[src/rtl/mpeg2_stream_pkg.sv]
// rtl/mpeg2_stream_pkg.sv - shared types and constants for the MPEG-2 byte serializer
package mpeg2_stream_pkg;

    localparam int WORD_BITS  = 256;
    localparam int WORD_BYTES = 32;
    localparam int BYTE_IDX_W = 5;

    localparam logic [BYTE_IDX_W-1:0] LAST_IDX = BYTE_IDX_W'(WORD_BYTES - 1);

    typedef struct packed {
        logic                 last;
        logic [WORD_BITS-1:0] data;
    } word_t;

    typedef enum logic {
        ST_IDLE,
        ST_SEND
    } ser_state_t;

endpackage

[src/rtl/mpeg2_word_fifo.sv]
// rtl/mpeg2_word_fifo.sv - single-clock word FIFO, dout shows the head entry from registers
module mpeg2_word_fifo
    import mpeg2_stream_pkg::*;
#(
    parameter int DEPTH_L = 4
) (
    input  logic             clk,
    input  logic             rstn,
    input  logic             push,
    input  logic             pop,
    input  word_t            din,
    output word_t            dout,
    output logic [DEPTH_L:0] count,
    output logic             full,
    output logic             empty
);

    localparam logic [DEPTH_L:0] FULL_CNT = {1'b1, {DEPTH_L{1'b0}}};

    word_t              mem [2**DEPTH_L];
    logic [DEPTH_L-1:0] wr_ptr;
    logic [DEPTH_L-1:0] rd_ptr;

    always_ff @(posedge clk or negedge rstn) begin
        if (!rstn) begin
            wr_ptr <= '0;
            rd_ptr <= '0;
            count  <= '0;
        end else begin
            if (push) wr_ptr <= wr_ptr + 1'b1;
            if (pop)  rd_ptr <= rd_ptr + 1'b1;
            if (push && !pop)      count <= count + 1'b1;
            else if (pop && !push) count <= count - 1'b1;
        end
    end

    // Storage needs no reset: nothing is read until count says it was written.
    always_ff @(posedge clk) begin
        if (push) mem[wr_ptr] <= din;
    end

    assign dout  = mem[rd_ptr];
    assign full  = (count == FULL_CNT);
    assign empty = (count == '0);

endmodule

[src/rtl/mpeg2_stream_serializer.sv]
// rtl/mpeg2_stream_serializer.sv - buffers 256-bit encoder words and emits them byte 0 first
module mpeg2_stream_serializer
    import mpeg2_stream_pkg::*;
#(
    parameter int DEPTH_L = 4
) (
    input  logic                 clk,
    input  logic                 rstn,
    input  logic                 i_en,
    input  logic                 i_last,
    input  logic [WORD_BITS-1:0] i_data,
    output logic                 o_tvalid,
    input  logic                 i_tready,
    output logic [7:0]           o_tdata,
    output logic                 o_tlast,
    output logic [DEPTH_L:0]     o_words,
    output logic                 o_overflow
);

    ser_state_t            state, state_nx;
    logic [WORD_BITS-1:0]  shift_data;
    logic                  shift_last;
    logic [BYTE_IDX_W-1:0] idx, idx_nx;
    logic                  overflow;

    logic  pop, push, load;
    logic  fifo_full, fifo_empty;
    word_t fifo_din, fifo_dout;

    assign fifo_din = '{last: i_last, data: i_data};
    // A full FIFO still takes the word when the same edge frees a slot.
    assign push     = i_en && (!fifo_full || pop);

    mpeg2_word_fifo #(.DEPTH_L(DEPTH_L)) u_fifo (
        .clk   (clk),
        .rstn  (rstn),
        .push  (push),
        .pop   (pop),
        .din   (fifo_din),
        .dout  (fifo_dout),
        .count (o_words),
        .full  (fifo_full),
        .empty (fifo_empty)
    );

    always_comb begin
        state_nx = state;
        idx_nx   = idx;
        pop      = 1'b0;
        load     = 1'b0;
        case (state)
            ST_IDLE: begin
                if (!fifo_empty) begin
                    pop      = 1'b1;
                    load     = 1'b1;
                    state_nx = ST_SEND;
                end
            end
            ST_SEND: begin
                if (i_tready) begin
                    if (idx == LAST_IDX) begin
                        if (!fifo_empty) begin
                            pop  = 1'b1;
                            load = 1'b1;
                        end else begin
                            state_nx = ST_IDLE;
                        end
                    end else begin
                        idx_nx = idx + 1'b1;
                    end
                end
            end
            default: state_nx = ST_IDLE;
        endcase
        if (load) idx_nx = '0;
    end

    always_ff @(posedge clk or negedge rstn) begin
        if (!rstn) begin
            state      <= ST_IDLE;
            idx        <= '0;
            shift_data <= '0;
            shift_last <= 1'b0;
            overflow   <= 1'b0;
        end else begin
            state <= state_nx;
            idx   <= idx_nx;
            if (load) begin
                shift_data <= fifo_dout.data;
                shift_last <= fifo_dout.last;
            end
            if (i_en && !push) overflow <= 1'b1;
        end
    end

    assign o_tvalid   = (state == ST_SEND);
    assign o_tdata    = o_tvalid ? shift_data[{idx, 3'b000} +: 8] : 8'h00;
    assign o_tlast    = o_tvalid && shift_last && (idx == LAST_IDX);
    assign o_overflow = overflow;

endmodule

[config.mk]
export PLATFORM = sky130hd
export DESIGN_NAME = mpeg2_stream_serializer
export DESIGN_NICKNAME = d
export VERILOG_FILES = /design/src/rtl/mpeg2_stream_pkg.sv /design/src/rtl/mpeg2_word_fifo.sv /design/src/rtl/mpeg2_stream_serializer.sv
export SDC_FILE = /design/constraint.sdc
export NUM_CORES = 2
export LEC_CHECK = 0
export BUFFER_PORTS_ARGS = -buffer_cell sky130_fd_sc_hd__buf_4
export CAP_MARGIN = 25
export CELL_PAD_IN_SITES_DETAIL_PLACEMENT = 0
export CELL_PAD_IN_SITES_GLOBAL_PLACEMENT = 1
export CORE_MARGIN = 2
export CORE_UTILIZATION = 25
export CTS_CLUSTER_DIAMETER = 50
export DETAILED_ROUTE_END_ITERATION = 8
export PLACE_DENSITY_LB_ADDON = 0.1
export SLEW_MARGIN = 20
export SYNTH_ARGS = -nofsm -noshare
export SYNTH_HDL_FRONTEND = slang
export SYNTH_MEMORY_MAX_BITS = 65536
export SYNTH_SLANG_ARGS = --single-unit
[constraint.sdc]
create_clock -name clk -period 23.9 [get_ports clk]
set_clock_uncertainty 0.2 [all_clocks]
set_input_delay 1.195 -clock clk [delete_from_list [all_inputs] [get_ports clk]]
set_output_delay 1.195 -clock clk [all_outputs]
set_load 0.03 [all_outputs]
; After elaboration in Yosys (flattened, before gate mapping)
; Memory sizes are Yosys's and may differ from the RTL's. A register that Yosys moved wholly into a read port is not among the register bits.
; Index checks and enable logic that the tools add are counted.
; Widths: inputs -> output; s select.
[totals]
ff_bits = 20
latchBits = 0
ram_bits = 4112
mem_bits_ro = 0
input_bits = 261
out_inout_bits = 16
n_memories = 1
[classes]
addsub = 5
n_mul = 0
n_div = 0
n_lt_le_gt_ge = 0
n_eq_ne = 3
shifts = 1
mux = 16
bitwise = 1
reduce_logical = 16
[memory_table]
columns = memory, depth, word_bits, rd, rd_ports_with_merged_regs, wr, line_no
row1 = u_fifo.mem, 16, 257, 1, 1, 1, mpeg2_word_fifo.sv:20  ; word_t mem [2**DEPTH_L];
[op_table]
columns = op, n
row1 = $shiftx 256x9->8, 1
row2 = $mux 5, 6
row3 = $add 5x1->5 const B, 2
row4 = $eq 5x5->1 const B, 2
row5 = $add 4x1->4 const B, 2
row6 = $mux 8, 1
row7 = $mux 1, 7
row8 = $logic_and 1x1->1, 6
row9 = $reduce_bool 2->1, 3
row10 = $logic_not 5->1, 1
row11 = $sub 5x1->5 const B, 1
row12 = $logic_not 1->1, 4
row13 = $pmux 1 s2, 2
row14 = $reduce_and 3->1, 1
row15 = $ne 2x2->1 const B, 1
row16 = $logic_or 1x1->1, 1
row17 = $not 1->1, 1

; Logic depth before layout (Yosys ltp)
[logic_depth]
depth_word = 11
ltp_mapped = 19

; Cells and area by module
; Synthesis repeated with hierarchy kept, for this count alone.
[unflattened]
hier_cells = 7879
area_unflattened_um2 = 166475.9
[by_module_without_submodules]
columns = module, n_inst, cells_each, area_per_inst_um2, seq_area_each_um2
row1 = mpeg2_word_fifo, 1, 6613, 154478.2, 123803.7
row2 = mpeg2_stream_serializer, 1, 1266, 11997.8, 6606.3

; Worst setup path after synthesis
; OpenSTA, ideal clock, no wires.
[synth_path]
path_kind = flip-flop to flip-flop
from = register idx[3]
to = memory u_fifo.mem[3][0] (netlist bit) (enable)
setup_ns = 1.189
arrival_time_ns = 19.405
required_ns = 22.511
slack_ns = 3.106
stages_incl_launch_ff = 10
period_less_slack_ns = 20.794
path_cell_list = dfrtp_1 -> clkbuf_1 -> clkbuf_1 -> and3_1 -> ha_1 -> nand2_1 -> and2_1 -> a31oi_2 -> nand2_1 -> nor3_1
[synth_via]
elab_chain_len = 8
[synth_lines]
columns = element, line_no
row1 = "start, declared", mpeg2_stream_serializer.sv:23  ; logic [BYTE_IDX_W-1:0] idx, idx_nx;
row2 = "start signal, assigned", mpeg2_stream_serializer.sv:87  ; idx <= idx_nx;
row3 = $eq 5x5->1, mpeg2_stream_serializer.sv:61  ; if (idx == LAST_IDX) begin
row4 = $mux 1, mpeg2_stream_serializer.sv:61
row5 = $mux 1, mpeg2_stream_serializer.sv:60  ; if (i_tready) begin
row6 = $pmux 1 s2, mpeg2_stream_serializer.sv:51  ; case (state)
row7 = $logic_or 1x1->1, mpeg2_stream_serializer.sv:32  ; assign push = i_en && (!fifo_full || pop);
row8 = $logic_and 1x1->1, mpeg2_stream_serializer.sv:32
row9 = net push, mpeg2_stream_serializer.sv:26  ; logic pop, push, load;
row10 = $mux 1, mpeg2_word_fifo.sv:39  ; if (push) mem[wr_ptr] <= din;
row11 = $mux 1 (implied by the code), mpeg2_word_fifo.sv:39
row12 = "end, declared", mpeg2_word_fifo.sv:20
; The timed path passes the listed nets, and every way through them passes these cells.

; Worst setup path in the final report
[layout_path]
from = register idx[0]
to = memory u_fifo.mem[11][155] (netlist bit) (enable)
; The elaborated chain is that of the path after synthesis.

==> impl_metrics.env <==
export IMPL_viasPerCell=4.56
export IMPL_slew_headroom=0.307
export IMPL_port_buffers=276
export IMPL_grt_pass1_wl_mm=716
export IMPL_drc_errors=0
export IMPL_async_reset_ff_frac=0.0631
export IMPL_grt_pass1_vias=85000
export IMPL_synthesis_area_mm2=0.166
export IMPL_die_w_um=820
export IMPL_hold_class="primary input to flop"
export IMPL_start_util=0.251
export IMPL_ctsHoldBuffers=1
export IMPL_ios=277
export IMPL_rr_startpoint="idx[0]$_DFFE_PN0P_"
export IMPL_worstSetupStartpointType="flop"
export IMPL_ys_seq_elements=4389
export IMPL_design_area_mm2=0.200
export IMPL_postCtsSetupBuffers=0
export IMPL_wirelength_mm=519
export IMPL_ys_flop_type="edfxtp_1"
export IMPL_overflow=0
export IMPL_hold_ws_ns=0.213
export IMPL_min_delay_path_depth=1
export IMPL_final_common_cell="edfxtp_1"
export IMPL_reg2reg_slack_ns=16.72
export IMPL_clkSinkCount=4389
export IMPL_fmax_mhz=139
export IMPL_required_ns=24.38
export IMPL_dr_pass1_iters=5
export IMPL_synth_cell_type_count=48
export IMPL_min_period_ns=7.18
export IMPL_grt_max_degree=127
export IMPL_rows=299
export IMPL_ff2ff_path_depth=12
export IMPL_syn_avg_cell_area_um2=23.0
export IMPL_power_density_mw_per_mm2=112
export IMPL_synthCells=7253
export IMPL_min_to="u_fifo.mem[9][78]$_DFFE_PP_"
export IMPL_h_tree_depth=6
export IMPL_nets=8217
export IMPL_critPathMaxFanout=41
export IMPL_synth_seq_area_share=0.783
export IMPL_antenna_found_initial=137
export IMPL_cts_clk_slew_worst_paths_ns=0.06
export IMPL_drv_cap=0
export IMPL_place_gp_congestion=0.716
export IMPL_placed_area_mm2=0.180
export IMPL_drive_above_1_share=0.324
export IMPL_drtIter0Drc=5947
export IMPL_syn_nets=7526
export IMPL_cts_inserted_buffers=599
export IMPL_worst_r2r_endpoint="u_fifo.mem[11][155]$_DFFE_PP_"
export IMPL_clock_path_buffers=4
export IMPL_yosys_warnings=0
export IMPL_cts_tree="yes"
export IMPL_via_count=79000
export IMPL_ant_nets=0
export IMPL_final_core_util=0.302
export IMPL_setup_tns_ns=0
export IMPL_p_leak_nw=62.0
export IMPL_peakVddDrop_mv=0.0819
export IMPL_core_area_mm2=0.663
export IMPL_final_cell_mix="edfxtp_1, mux4_2, clkbuf_16"
export IMPL_crit_type="flop to flop"
export IMPL_cp_end_kind="flop"
export IMPL_arrival_ns=7.66
export IMPL_die_y_um=820
export IMPL_min_period_over_period=0.301
export IMPL_track_usage=0.151
export IMPL_finalSetupViolations=0
export IMPL_worst_pin_slew_ns=1.04
export IMPL_die_area_mm2=0.672
export IMPL_final_hold_viol_count=0
export IMPL_synth_edf_count=4112
export IMPL_cts_root_buffer="clkbuf_16"
export IMPL_hold_start="i_data[78]"
export IMPL_wl_per_cell_um=29.9
export IMPL_syn_to_final_growth_pct=20.4
export IMPL_dpl_hpwl_mm=287
export IMPL_drv_slew=0
export IMPL_status="finished, final reports clean"
export IMPL_insertion_delay_ns=1.08
export IMPL_rsz0062_at_grt="no"
export IMPL_cts_resized=0
## registers in the layout, indices dropped and copies added, names as in the netlist
register and count:
o_overflow 1, u_fifo.count 5, u_fifo.wr_ptr 4, u_fifo.mem 4112
shift_data 256, idx 5, u_fifo.rd_ptr 4, o_tvalid 1
shift_last 1
## metrics by stage
step / power (W) / setup slack [ns] / instances
2_1_floorplan: 0.0122 / 3.11 / 7253
3_3_place_gp: 0.0136 / 16.48 / 16200
3_5_place_dp: 0.0137 / 16.55 / 16200
4_1_cts: 0.0229 / 16.52 / 17300
5_1_grt: 0.0234 / 16.26 / 17300
6_report: 0.0224 / 16.72 / 17300
## worst max path at each step
stage                  startpoint                             to  slack, ns  depth (start not counted)
2_1_floorplan  idx[3]$_DFFE_PN0P_     u_fifo.mem[3][0]$_DFFE_PP_       3.11                          9
3_3_place_gp   idx[0]$_DFFE_PN0P_  u_fifo.mem[11][170]$_DFFE_PP_      16.48                         12
3_5_place_dp   idx[0]$_DFFE_PN0P_  u_fifo.mem[11][170]$_DFFE_PP_      16.55                         12
4_1_cts        idx[0]$_DFFE_PN0P_  u_fifo.mem[11][155]$_DFFE_PP_      16.52                         12
5_1_grt        idx[0]$_DFFE_PN0P_  u_fifo.mem[11][155]$_DFFE_PP_      16.26                         12
6_report       idx[0]$_DFFE_PN0P_  u_fifo.mem[11][155]$_DFFE_PP_      16.72                         12
## per-layer routing
| metal | up-vias | routed length (µm) | global-route usage |
|---|---|---|---|
| li1 | 32600 | - | - |
| met1 | 43800 | 232000 | 0.207 |
| met2 | 1707 | 250000 | 0.250 |
| met3 | 802 | 26100 | 0.0297 |
| met4 | 58 | 11200 | 0.0314 |
| met5 | - | 371 | 0 |
## cells in the mapped netlist, types with 9 or more instances
| master | n | area share |
|---|---|---|
| o221ai_1 | 15 | 0.00079 |
| a221oi_2 | 165 | 0.015 |
| edfxtp_1 | 4112 | 0.74 |
| o21ai_1 | 232 | 0.0070 |
| a21oi_1 | 28 | 0.00084 |
| dfrtp_1 | 277 | 0.042 |
| a221oi_1 | 78 | 0.0041 |
| buf_6 | 17 | 0.0011 |
| nor3_1 | 12 | 0.00036 |
| buf_2 | 130 | 0.0039 |
| ha_1 | 11 | 0.00083 |
| o21ai_0 | 23 | 0.00069 |
| a22o_1 | 238 | 0.013 |
| xnor2_1 | 9 | 0.00047 |
| buf_1 | 59 | 0.0013 |
| nand2_1 | 264 | 0.0060 |
| mux2i_1 | 120 | 0.0072 |
| clkbuf_1 | 186 | 0.0042 |
| buf_4 | 45 | 0.0020 |
| mux2_2 | 37 | 0.0025 |
| a22oi_1 | 34 | 0.0015 |
| mux4_2 | 1035 | 0.14 |
| nor2_1 | 47 | 0.0011 |
| nor2b_1 | 12 | 0.00045 |
## power by group
group | total [W] | internal, W | switching, W
registers | 0.00961 | 0.00930 | 0.000313
clock network | 0.00908 | 0.00553 | 0.00355
logic | 0.00371 | 0.00139 | 0.00232
## critical path: stages, from the launching register on
cell and delay (ns):
dfrtp_4 0.91, ha_1 0.33, and3_1 0.19, ha_1 0.35, nand2_1 0.14, and2_1 0.27
a31oi_2 0.51, nand2_1 0.36, nor2_4 0.75, buf_4 0.50, buf_4 0.66, buf_4 0.59
buf_4 0.78
## layout make-up
class,instances,area (µm²)
fillers,63900,463000
flip-flops and latches,4389,130000
multi-input cells,2419,34100
clock buffers,714,15800
well taps,8879,11100
clock inverters,386,4700
repair buffers,528,4240
diodes,21,52.6
inverters,7,33.8
## logic make-up after synthesis
group,after synthesis,share of synthesized area
AOI/OAI and AO/OA,848,0.0440
xor gates and xnor gates,11,0.000579
adders and majority gates,12,0.000947
buffers and inverters,445,0.0128
DFF,4389,0.783
muxes,1192,0.150
and+or+nand+nor,356,0.00866
No activity file was read; power rests on OpenSTA's default activity.
